$ cat src/rtl/axi4s_traffic_gen_if.sv
// AXI4-Stream bus bundle between the traffic generator (master) and its sink (slave).
interface axi4s_traffic_gen_if #(
  parameter int TDATA_WIDTH_P = 32,
  parameter int TSTRB_WIDTH_P = TDATA_WIDTH_P / 8,
  parameter int TID_WIDTH_P   = 2,
  parameter int TDEST_WIDTH_P = 2
);
  logic                     tvalid;
  logic                     tready;
  logic [TDATA_WIDTH_P-1:0] tdata;
  logic [TSTRB_WIDTH_P-1:0] tstrb;
  logic [TSTRB_WIDTH_P-1:0] tkeep;
  logic                     tlast;
  logic [TID_WIDTH_P-1:0]   tid;
  logic [TDEST_WIDTH_P-1:0] tdest;
  logic                     tuser;

  modport master (
    output tvalid, tdata, tstrb, tkeep, tlast, tid, tdest, tuser,
    input  tready
  );

  modport slave (
    input  tvalid, tdata, tstrb, tkeep, tlast, tid, tdest, tuser,
    output tready
  );
endinterface

$ cat src/rtl/axi4s_traffic_gen.sv
// AXI4-Stream packet generator: counter or LFSR payload, packets sent back-to-back
// until the packet count latched at start is reached. All outputs come from flops.
module axi4s_traffic_gen #(
  parameter int TDATA_WIDTH_P = 32,
  parameter int TSTRB_WIDTH_P = TDATA_WIDTH_P / 8,
  parameter int TID_WIDTH_P   = 2,
  parameter int TDEST_WIDTH_P = 2,
  parameter int LEN_WIDTH_P   = 16
) (
  input  logic                     clk,
  input  logic                     rst,
  input  logic                     cr_start,
  input  logic [1:0]               cr_tdata_type,
  input  logic                     cr_tstrb_type,
  input  logic [LEN_WIDTH_P-1:0]   cr_burst_length,
  input  logic [LEN_WIDTH_P-1:0]   cr_nr_of_packets,
  input  logic [TID_WIDTH_P-1:0]   cr_tid,
  input  logic [TDEST_WIDTH_P-1:0] cr_tdest,
  output logic                     sr_busy,
  output logic [LEN_WIDTH_P-1:0]   sr_packets_sent,
  axi4s_traffic_gen_if.master      axi4s
);
  localparam logic [31:0] LFSR_SEED = 32'hACE1_2345;
  // Right-shifting Galois form of x^32+x^22+x^2+x+1
  localparam logic [31:0] LFSR_TAPS = 32'h8020_0003;

  typedef enum logic {IDLE, SEND} state_t;
  state_t state, state_n;

  logic                     rnd_data_q, rnd_strb_q;
  logic [LEN_WIDTH_P-1:0]   burst_len_q, nr_pkts_q;
  logic [TID_WIDTH_P-1:0]   tid_q;
  logic [TDEST_WIDTH_P-1:0] tdest_q;

  logic [TDATA_WIDTH_P-1:0] beat_cnt, beat_cnt_n;
  logic [LEN_WIDTH_P-1:0]   in_pkt, in_pkt_n, pkt_cnt, pkt_cnt_n;
  logic [31:0]              lfsr, lfsr_n;

  logic                     tvalid_q, tvalid_n, tlast_q, tlast_n, tuser_q, tuser_n;
  logic [TDATA_WIDTH_P-1:0] tdata_q, tdata_n;
  logic [TSTRB_WIDTH_P-1:0] tstrb_q, tstrb_n;

  logic                     load_cfg, payload_upd, accept;
  logic                     rnd_data, rnd_strb;
  logic [LEN_WIDTH_P-1:0]   burst_len;

  function automatic logic [31:0] lfsr_step(input logic [31:0] v);
    return v[0] ? ((v >> 1) ^ LFSR_TAPS) : (v >> 1);
  endfunction

  function automatic logic [TDATA_WIDTH_P-1:0] make_data(input logic rnd,
      input logic [TDATA_WIDTH_P-1:0] idx, input logic [31:0] v);
    logic [TDATA_WIDTH_P-1:0] d;
    d = idx;
    if (rnd)
      for (int b = 0; b < TSTRB_WIDTH_P; b++) d[b*8 +: 8] = v[(b%4)*8 +: 8];
    return d;
  endfunction

  function automatic logic [TSTRB_WIDTH_P-1:0] make_strb(input logic rnd,
      input logic [TSTRB_WIDTH_P-1:0] v);
    logic [TSTRB_WIDTH_P-1:0] s;
    s = '1;
    if (rnd) begin
      s    = v;
      s[0] = 1'b1;
    end
    return s;
  endfunction

  assign accept = tvalid_q & axi4s.tready;

  always_comb begin
    state_n     = state;
    beat_cnt_n  = beat_cnt;
    in_pkt_n    = in_pkt;
    pkt_cnt_n   = pkt_cnt;
    lfsr_n      = lfsr;
    tvalid_n    = tvalid_q;
    tdata_n     = tdata_q;
    tstrb_n     = tstrb_q;
    tlast_n     = tlast_q;
    tuser_n     = tuser_q;
    load_cfg    = 1'b0;
    payload_upd = 1'b0;
    rnd_data    = rnd_data_q;
    rnd_strb    = rnd_strb_q;
    burst_len   = burst_len_q;
    unique case (state)
      IDLE: begin
        if (cr_start && (cr_nr_of_packets != '0)) begin
          state_n     = SEND;
          load_cfg    = 1'b1;
          beat_cnt_n  = '0;
          in_pkt_n    = '0;
          pkt_cnt_n   = '0;
          tvalid_n    = 1'b1;
          payload_upd = 1'b1;
          // First beat is built from the live config, latched on this same edge
          rnd_data    = (cr_tdata_type == 2'd1);
          rnd_strb    = cr_tstrb_type;
          burst_len   = cr_burst_length;
        end
      end
      SEND: begin
        if (accept) begin
          lfsr_n     = lfsr_step(lfsr);
          beat_cnt_n = beat_cnt + TDATA_WIDTH_P'(1);
          if (tlast_q) begin
            in_pkt_n  = '0;
            pkt_cnt_n = pkt_cnt + LEN_WIDTH_P'(1);
            if (pkt_cnt_n == nr_pkts_q) begin
              state_n  = IDLE;
              tvalid_n = 1'b0;
            end
          end else begin
            in_pkt_n = in_pkt + LEN_WIDTH_P'(1);
          end
          payload_upd = tvalid_n;
        end
      end
    endcase
    if (!tvalid_n) begin
      tdata_n = '0;
      tstrb_n = '0;
      tlast_n = 1'b0;
      tuser_n = 1'b0;
    end else if (payload_upd) begin
      tdata_n = make_data(rnd_data, beat_cnt_n, lfsr_n);
      tstrb_n = make_strb(rnd_strb, lfsr_n[TSTRB_WIDTH_P-1:0]);
      tlast_n = (in_pkt_n == burst_len);
      tuser_n = (in_pkt_n == '0);
    end
  end

  always_ff @(posedge clk) begin
    if (rst) begin
      state       <= IDLE;
      lfsr        <= LFSR_SEED;
      beat_cnt    <= '0;
      in_pkt      <= '0;
      pkt_cnt     <= '0;
      rnd_data_q  <= 1'b0;
      rnd_strb_q  <= 1'b0;
      burst_len_q <= '0;
      nr_pkts_q   <= '0;
      tid_q       <= '0;
      tdest_q     <= '0;
      tvalid_q    <= 1'b0;
      tdata_q     <= '0;
      tstrb_q     <= '0;
      tlast_q     <= 1'b0;
      tuser_q     <= 1'b0;
    end else begin
      state    <= state_n;
      lfsr     <= lfsr_n;
      beat_cnt <= beat_cnt_n;
      in_pkt   <= in_pkt_n;
      pkt_cnt  <= pkt_cnt_n;
      tvalid_q <= tvalid_n;
      tdata_q  <= tdata_n;
      tstrb_q  <= tstrb_n;
      tlast_q  <= tlast_n;
      tuser_q  <= tuser_n;
      if (load_cfg) begin
        rnd_data_q  <= rnd_data;
        rnd_strb_q  <= rnd_strb;
        burst_len_q <= burst_len;
        nr_pkts_q   <= cr_nr_of_packets;
        tid_q       <= cr_tid;
        tdest_q     <= cr_tdest;
      end
    end
  end

  assign sr_busy         = (state == SEND);
  assign sr_packets_sent = pkt_cnt;
  assign axi4s.tvalid    = tvalid_q;
  assign axi4s.tdata     = tdata_q;
  assign axi4s.tstrb     = tstrb_q;
  assign axi4s.tkeep     = {TSTRB_WIDTH_P{tvalid_q}};
  assign axi4s.tlast     = tlast_q;
  assign axi4s.tuser     = tuser_q;
  assign axi4s.tid       = tid_q;
  assign axi4s.tdest     = tdest_q;
endmodule

$ cat src/flat_wrapper.sv
// flat-port wrapper written by rule: the top's interface ports become plain ports
module axi4s_traffic_gen_flat 
#(
  parameter int TDATA_WIDTH_P = 32,
  parameter int TSTRB_WIDTH_P = TDATA_WIDTH_P / 8,
  parameter int TID_WIDTH_P   = 2,
  parameter int TDEST_WIDTH_P = 2,
  parameter int LEN_WIDTH_P   = 16
)
  (clk, rst, cr_start, cr_tdata_type, cr_tstrb_type, cr_burst_length, cr_nr_of_packets, cr_tid, cr_tdest, sr_busy, sr_packets_sent, axi4s_tvalid, axi4s_tdata, axi4s_tstrb, axi4s_tkeep, axi4s_tlast, axi4s_tid, axi4s_tdest, axi4s_tuser, axi4s_tready);
  axi4s_traffic_gen_if #(.TDATA_WIDTH_P(TDATA_WIDTH_P), .TSTRB_WIDTH_P(TSTRB_WIDTH_P), .TID_WIDTH_P(TID_WIDTH_P), .TDEST_WIDTH_P(TDEST_WIDTH_P)) axi4s_i ();
  input  logic clk;
  input  logic rst;
  input  logic cr_start;
  input  logic [1:0] cr_tdata_type;
  input  logic cr_tstrb_type;
  input  logic [LEN_WIDTH_P-1:0] cr_burst_length;
  input  logic [LEN_WIDTH_P-1:0] cr_nr_of_packets;
  input  logic [TID_WIDTH_P-1:0] cr_tid;
  input  logic [TDEST_WIDTH_P-1:0] cr_tdest;
  output logic sr_busy;
  output logic [LEN_WIDTH_P-1:0] sr_packets_sent;
  output wire logic [$bits(axi4s_i.tvalid)-1:0] axi4s_tvalid;
  output wire logic [$bits(axi4s_i.tdata)-1:0] axi4s_tdata;
  output wire logic [$bits(axi4s_i.tstrb)-1:0] axi4s_tstrb;
  output wire logic [$bits(axi4s_i.tkeep)-1:0] axi4s_tkeep;
  output wire logic [$bits(axi4s_i.tlast)-1:0] axi4s_tlast;
  output wire logic [$bits(axi4s_i.tid)-1:0] axi4s_tid;
  output wire logic [$bits(axi4s_i.tdest)-1:0] axi4s_tdest;
  output wire logic [$bits(axi4s_i.tuser)-1:0] axi4s_tuser;
  input wire logic [$bits(axi4s_i.tready)-1:0] axi4s_tready;
  assign axi4s_tvalid = axi4s_i.tvalid;
  assign axi4s_tdata = axi4s_i.tdata;
  assign axi4s_tstrb = axi4s_i.tstrb;
  assign axi4s_tkeep = axi4s_i.tkeep;
  assign axi4s_tlast = axi4s_i.tlast;
  assign axi4s_tid = axi4s_i.tid;
  assign axi4s_tdest = axi4s_i.tdest;
  assign axi4s_tuser = axi4s_i.tuser;
  assign axi4s_i.tready = axi4s_tready;
  axi4s_traffic_gen #(.TDATA_WIDTH_P(TDATA_WIDTH_P), .TSTRB_WIDTH_P(TSTRB_WIDTH_P), .TID_WIDTH_P(TID_WIDTH_P), .TDEST_WIDTH_P(TDEST_WIDTH_P), .LEN_WIDTH_P(LEN_WIDTH_P)) u_core (.clk(clk), .rst(rst), .cr_start(cr_start), .cr_tdata_type(cr_tdata_type), .cr_tstrb_type(cr_tstrb_type), .cr_burst_length(cr_burst_length), .cr_nr_of_packets(cr_nr_of_packets), .cr_tid(cr_tid), .cr_tdest(cr_tdest), .sr_busy(sr_busy), .sr_packets_sent(sr_packets_sent), .axi4s(axi4s_i));
endmodule
$ cat config.mk
export PLATFORM = sky130hd
export DESIGN_NAME = axi4s_traffic_gen_flat
export DESIGN_NICKNAME = d
export VERILOG_FILES = /design/src/rtl/axi4s_traffic_gen_if.sv /design/src/rtl/axi4s_traffic_gen.sv /design/src/flat_wrapper.sv
export SDC_FILE = /design/constraint.sdc
export NUM_CORES = 1
export LEC_CHECK = 0
export ABC_AREA = 1
export CAP_MARGIN = 15
export CELL_PAD_IN_SITES_DETAIL_PLACEMENT = 1
export CELL_PAD_IN_SITES_GLOBAL_PLACEMENT = 1
export CORE_ASPECT_RATIO = 0.7
export CORE_MARGIN = 2
export CORE_UTILIZATION = 44
export CTS_BUF_LIST = sky130_fd_sc_hd__clkbuf_8
export DETAILED_ROUTE_END_ITERATION = 12
export PLACE_DENSITY_LB_ADDON = 0.05
export SYNTH_ARGS = -nofsm -noshare
export SYNTH_HDL_FRONTEND = slang
export SYNTH_SLANG_ARGS = --single-unit
$ cat constraint.sdc
create_clock -name clk -period 4.55 [get_ports clk]
set_clock_uncertainty 0.1 [all_clocks]
set_input_delay 1.365 -clock clk [delete_from_list [all_inputs] [get_ports clk]]
set_output_delay 1.365 -clock clk [all_outputs]
set_load 0.02 [all_outputs]
==> impl_metrics.tcl, run 1 <==
set metrics [dict create \
    yosys_most_used_dff "dfxtp_1" \
    synth_top_family_by_area "simple AND/OR/NAND/NOR gates" \
    path_cells "clkdlybuf4s50_1, nand2_2, nor2_1, nand3_1, o21ai_0, nor2_1, nor2_1, nand2_1, nor3_1, nand2_1, nor2_1, nand2_1, a21oi_1" \
    synth_compound_area_share_pct 10.3 \
    die-area_mm2 0.0221 \
    setup_viol 0 \
    cts.clk_slew.worst_paths_ns 0.09 \
    synthXorXnorAreaFrac_pct 0.912 \
    fmax_mhz 264 \
    routed_wirelength_um 30400 \
    yosys_register_bits 174 \
    grt_pass1_vias 9366 \
    yosysWarnings 0 \
    rows 44 \
    drv_cap 0 \
    post-route-min-period_ns 3.79 \
    leakagePower_nw 4.48 \
    syn_nets 1497 \
    grt_pass1_wl_um 49100 \
    path_max_fanout 10 \
    path_class "input pin to flop" \
    antenna_left 0 \
    synth_cell_types 36 \
    critPathCaptureType "flop" \
    hold_ws_ns 0.367 \
    max_slew.worst_pin.slew_ns 0.749 \
    viasPerCell 5.26 \
    outcome "completed" \
    cts_resized 0 \
    wl_per_cell_um 16.7 \
    drive_gt1_share_pct 5.52 \
    ir_drop_v 0.000231 \
    track_usage_pct 28.1 \
    post_synth_and_or_nand_nor_area_fraction_pct 37.7 \
    port_buffers 106 \
    async_flop_share_pct 0 \
    synth_fa_ha_area_share_pct 0.408 \
    grt_antenna_before_repair 0 \
    synth_mux_area_share_pct 2.07 \
    post-cts-setup-buffers 0 \
    cts-root-buf "clkbuf_8" \
    worst_setup_path_start_kind "input pin" \
    grt_max_degree 91 \
    firstDrtPassIters 8 \
    grt-ovfl-total 0 \
    clock_latency_ns 0.50 \
    via_count 9560 \
    final_common_cell "nand2_1" \
    syn_inst 1451 \
    cts_buffers 17 \
    die_w_um 177 \
    drt_iter0_markers 657 \
    cts_tree "done" \
    tns_ns 0 \
    timing.slew.headroom_pct 50.0 \
    h-tree-depth 4 \
    area_growth_pct 18.3 \
    synth_edf_count 0 \
    required_ns 4.86 \
    route.detailed.drc 0 \
    holdBufCountCts 0 \
    seq_area_frac_synth_pct 37.9 \
    fin_nets 1576 \
    gp_congestion 0.908 \
    fin_crit_sh_pct 83.3 \
    boundaryPins 107 \
    clock_path_buffers 2 \
    syn_area_mm2 0.00919 \
    crit_top_cell "nor2_1" \
    detailed_place_hpwl_um 22300 \
    min_path_type "flop to flop" \
    fin_util_pct 52.8 \
    worstPathArrival_ns 4.11 \
    rsz0062_at_grt "no" \
    hold_viol 0 \
    drv_slew 0 \
    clock_sinks 174 \
    final_cell_mix "nand2_1, nor2_1, inv_1" \
    crit_path_max_incr_delay_ns 0.57 \
    cp_slowest_cell "nor2_1" \
    avgSynthCellArea_um2 6.33 \
    initial_core_util_pct 44.6 \
    n_antenna_cell 0 \
    dieHeight_um 125 \
    powerDensity_mw_per_mm2 289 \
    coreArea_mm2 0.0206 \
]
## worst max-delay path: cells and delay by family
family                 cells  cell delay (ns)
AOI/OAI and AO/OA          2             0.36
buffers and inverters      1             0.49
and+or+nand+nor           10             1.89
## report_power, final
group | switching [mW] | total [mW] | internal [mW]
clock network | 0.595 | 1.14 | 0.547
logic | 0.261 | 0.405 | 0.145
registers | 0.0258 | 1.59 | 1.56
total | 0.882 | 3.14 | 2.26
## final cells by class
| type | count | area, um2 |
|---|---|---|
| Fill cell | 2861 | 9720 |
| Sequential cell | 174 | 3480 |
| Clock inverter | 12 | 148 |
| Clock buffer | 18 | 248 |
| Multi-Input combinational cell | 1033 | 4740 |
| Tap cell | 276 | 345 |
| Inverter | 177 | 664 |
| Timing Repair Buffer | 127 | 1240 |
## cell families after synthesis
logic type	count (synthesis)
DFF	174
AOI/OAI and AO/OA	181
buffers and inverters	244
muxes	19
and+or+nand+nor	822
adders and majority gates	3
xor gates and xnor gates	8
## through the flow
step,area (um2),instances,setup WS [ns],power [mW]
2_1_floorplan,9190,1451,1.54,1.87
3_3_place_gp,10500,1787,0.330,2.02
3_5_place_dp,10500,1787,0.231,2.03
4_1_cts,10900,1817,0.698,3.16
5_1_grt,10900,1817,0.422,3.28
6_report,10900,1817,0.758,3.14
## metal layers
| metal | track usage, % | vias to the layer above | routed length (um) |
|---|---|---|---|
| li1 | - | 4752 | - |
| met1 | 42.8 | 4536 | 15700 |
| met2 | 42.0 | 249 | 12700 |
| met3 | 4.03 | 23 | 1710 |
| met4 | 5.83 | 0 | 259 |
| met5 | 0 | - | 0 |
## flip-flops by register name, summed over array words and instances (netlist names), 2 cells and up
| signal | count |
|---|---|
| u_core.axi4s.tstrb | 4 |
| u_core.burst_len_q | 16 |
| u_core.in_pkt | 16 |
| u_core.axi4s.tdata | 32 |
| u_core.beat_cnt | 32 |
| u_core.sr_packets_sent | 16 |
| u_core.axi4s.tid | 2 |
| u_core.lfsr | 32 |
| u_core.nr_pkts_q | 16 |
| u_core.axi4s.tdest | 2 |
## final timing paths
check | depth (start not counted) | slack, ns | from | end
min reg2reg | 2 | 0.37 | u_core.axi4s.tdest[0] | u_core.axi4s.tdest[0]
max | 13 | 0.76 | axi4s_tready | u_core.axi4s.tuser
max reg2reg | 15 | 1.23 | u_core.sr_packets_sent[0] | u_core.axi4s.tdata[11]
min | 2 | 0.37 | u_core.axi4s.tdest[0] | u_core.axi4s.tdest[0]
## synth_stat cells, types with 2 or more instances
master      n  share of area [%]
nand3b_1    3               0.25
o21bai_1    5               0.41
nand2_4     2               0.25
o21ai_0    82                4.5
nor2_2      5               0.34
xnor2_1     2               0.19
nor3_1     10               0.54
nand3_2     3               0.33
ha_1        3               0.41
dfxtp_1   174                 38
inv_1     173                7.1
nor2_1    209                8.5
o211ai_1    3               0.25
nand3_1   124                6.8
o21ai_1     5               0.27
nand4_1    41                2.8
buf_6       2               0.25
nand2_1   408                 17
o21ai_2     3               0.29
or2_2      10               0.68
a21oi_1    79                4.3
nand2_2     4               0.27
inv_2       4               0.16
buf_4       7               0.57
clkbuf_1   39                1.6
xor2_1      5               0.48
buf_2      19                1.0
mux2i_1    19                2.1
No activity file was read; power rests on OpenSTA's default activity.
==> run 2: changes to the inputs <==
Settings changed: CORE_UTILIZATION 44 to 41.
Clock period 4.55 ns to 3.6 ns, I/O delays scaled along.
==> impl_metrics.tcl, run 2 (synthesized netlist as in run 1, its figures left out) <==
set metrics [dict create \
    routed_wirelength_um 30700 \
    grt_pass1_vias 9267 \
    drive_gt1_share_pct 6.91 \
    setup_viol 0 \
    final_common_cell "nand2_1" \
    rows 45 \
    grt-ovfl-total 0 \
    wl_per_cell_um 16.6 \
    track_usage_pct 26.6 \
    boundaryPins 107 \
    tns_ns 0 \
    path_max_fanout 13 \
    worstPathArrival_ns 3.43 \
    timing.slew.headroom_pct 61.1 \
    critPathCaptureType "flop" \
    die_w_um 183 \
    detailed_place_hpwl_um 22900 \
    grt_max_degree 110 \
    antenna_left 0 \
    final_cell_mix "nand2_1, nor2_1, inv_1, dfxtp_1, nand3_1" \
    worst_setup_path_start_kind "input pin" \
    max_slew.worst_pin.slew_ns 0.583 \
    drv_slew 0 \
    path_class "input pin to flop" \
    grt_antenna_before_repair 0 \
    clock_latency_ns 0.50 \
    fin_ws_ns 0.506 \
    cts_buffers 17 \
    route.detailed.drc 0 \
    fmax_mhz 323 \
    via_count 9577 \
    coreArea_mm2 0.0218 \
    viasPerCell 5.19 \
    gp_congestion 0.863 \
    cts_resized 0 \
    port_buffers 106 \
    drv_cap 0 \
    min_path_type "flop to flop" \
    pre_cts_ws_ns 0.0286 \
    die-area_mm2 0.0236 \
    hold_ws_ns 0.370 \
    rsz0062_at_grt "no" \
    initial_core_util_pct 42.1 \
    post-cts-setup-buffers 0 \
    grt_pass1_wl_um 49200 \
    cts-root-buf "clkbuf_8" \
    clock_path_buffers 2 \
    n_antenna_cell 0 \
    leakagePower_nw 4.58 \
    holdBufCountCts 0 \
    powerDensity_mw_per_mm2 365 \
    hold_viol 0 \
    firstDrtPassIters 5 \
    fin_nets 1596 \
    cts.clk_slew.worst_paths_ns 0.10 \
    cts_tree "done" \
    outcome "completed" \
    drt_iter0_markers 569 \
    clock_sinks 174 \
    h-tree-depth 4 \
    post-route-min-period_ns 3.09 \
    fin_crit_sh_pct 85.9 \
    area_growth_pct 20.8 \
    required_ns 3.93 \
    ir_drop_v 0.000251 \
    dieHeight_um 129 \
]
-- run 2: changes by cell type in the layout (fill, tap and decap cells not counted), sizes merged --
cell | previous run | this run
inv | 180 | 179
clkinvlp | 3 | 7
buf | 22 | 42
clkinv | 3 | 1
clkbuf | 18 | 19
-- run 2: report_power, final --
| part | internal [mW] | switching [mW] |
|---|---|---|
| combinational | 0.197 | 0.332 |
| clock | 0.722 | 0.793 |
| sequential | 1.98 | 0.0332 |
-- run 2: final cells by class --
| type | count | area, um2 |
|---|---|---|
| multi-input cells | 1033 | 4740 |
| inverters | 177 | 664 |
| clock inverters | 13 | 164 |
| clock buffers | 19 | 262 |
| repair buffers | 147 | 1430 |
| flip-flops and latches | 174 | 3480 |
| fillers | 2925 | 10700 |
| well taps | 282 | 353 |
-- run 2: final timing paths --
check                                  from                      to  slack [ns]  cells after the start
hold / removal          u_core.axi4s.tid[0]     u_core.axi4s.tid[0]        0.37                      2
hold reg to reg         u_core.axi4s.tid[0]     u_core.axi4s.tid[0]        0.37                      2
setup / recovery               axi4s_tready      u_core.axi4s.tlast        0.51                     16
setup reg to reg  u_core.sr_packets_sent[0]  u_core.axi4s.tdata[10]        0.75                     16
-- run 2: per-layer routing --
metal,vias to the layer above,global-route usage (%),wire [um]
met5,-,0,0
met4,0,6.12,278
met3,22,4.24,1460
met2,188,40.1,12800
met1,4589,39.7,16200
li1,4778,-,-
-- run 2: per-stage QoR --
step                      instance area [um2]  utilization [%]  cells  total power [mW]
after floorplan                          9190                -   1451              2.36
after global placement                  10700             48.9   1813              2.57
after detailed placement                10700             48.9   1813              2.58
after CTS                               11100             50.8   1845              4.08
after global routing                    11100             50.8   1845              4.22
final                                   11100             50.8   1845              4.05
-- run 2: critical path, cell delays in order --
cell             delay, ns
clkdlybuf4s50_1       0.47
nand2_2               0.08
buf_4                 0.21
inv_1                 0.34
nand2_1               0.17
nor2_1                0.16
nand3_1               0.08
nand3_1               0.15
nand2_1               0.08
nand2_1               0.07
nand2_1               0.06
nor2_1                0.10
nand2_1               0.05
nor2_1                0.13
a21oi_1               0.09
nor2_1                0.09
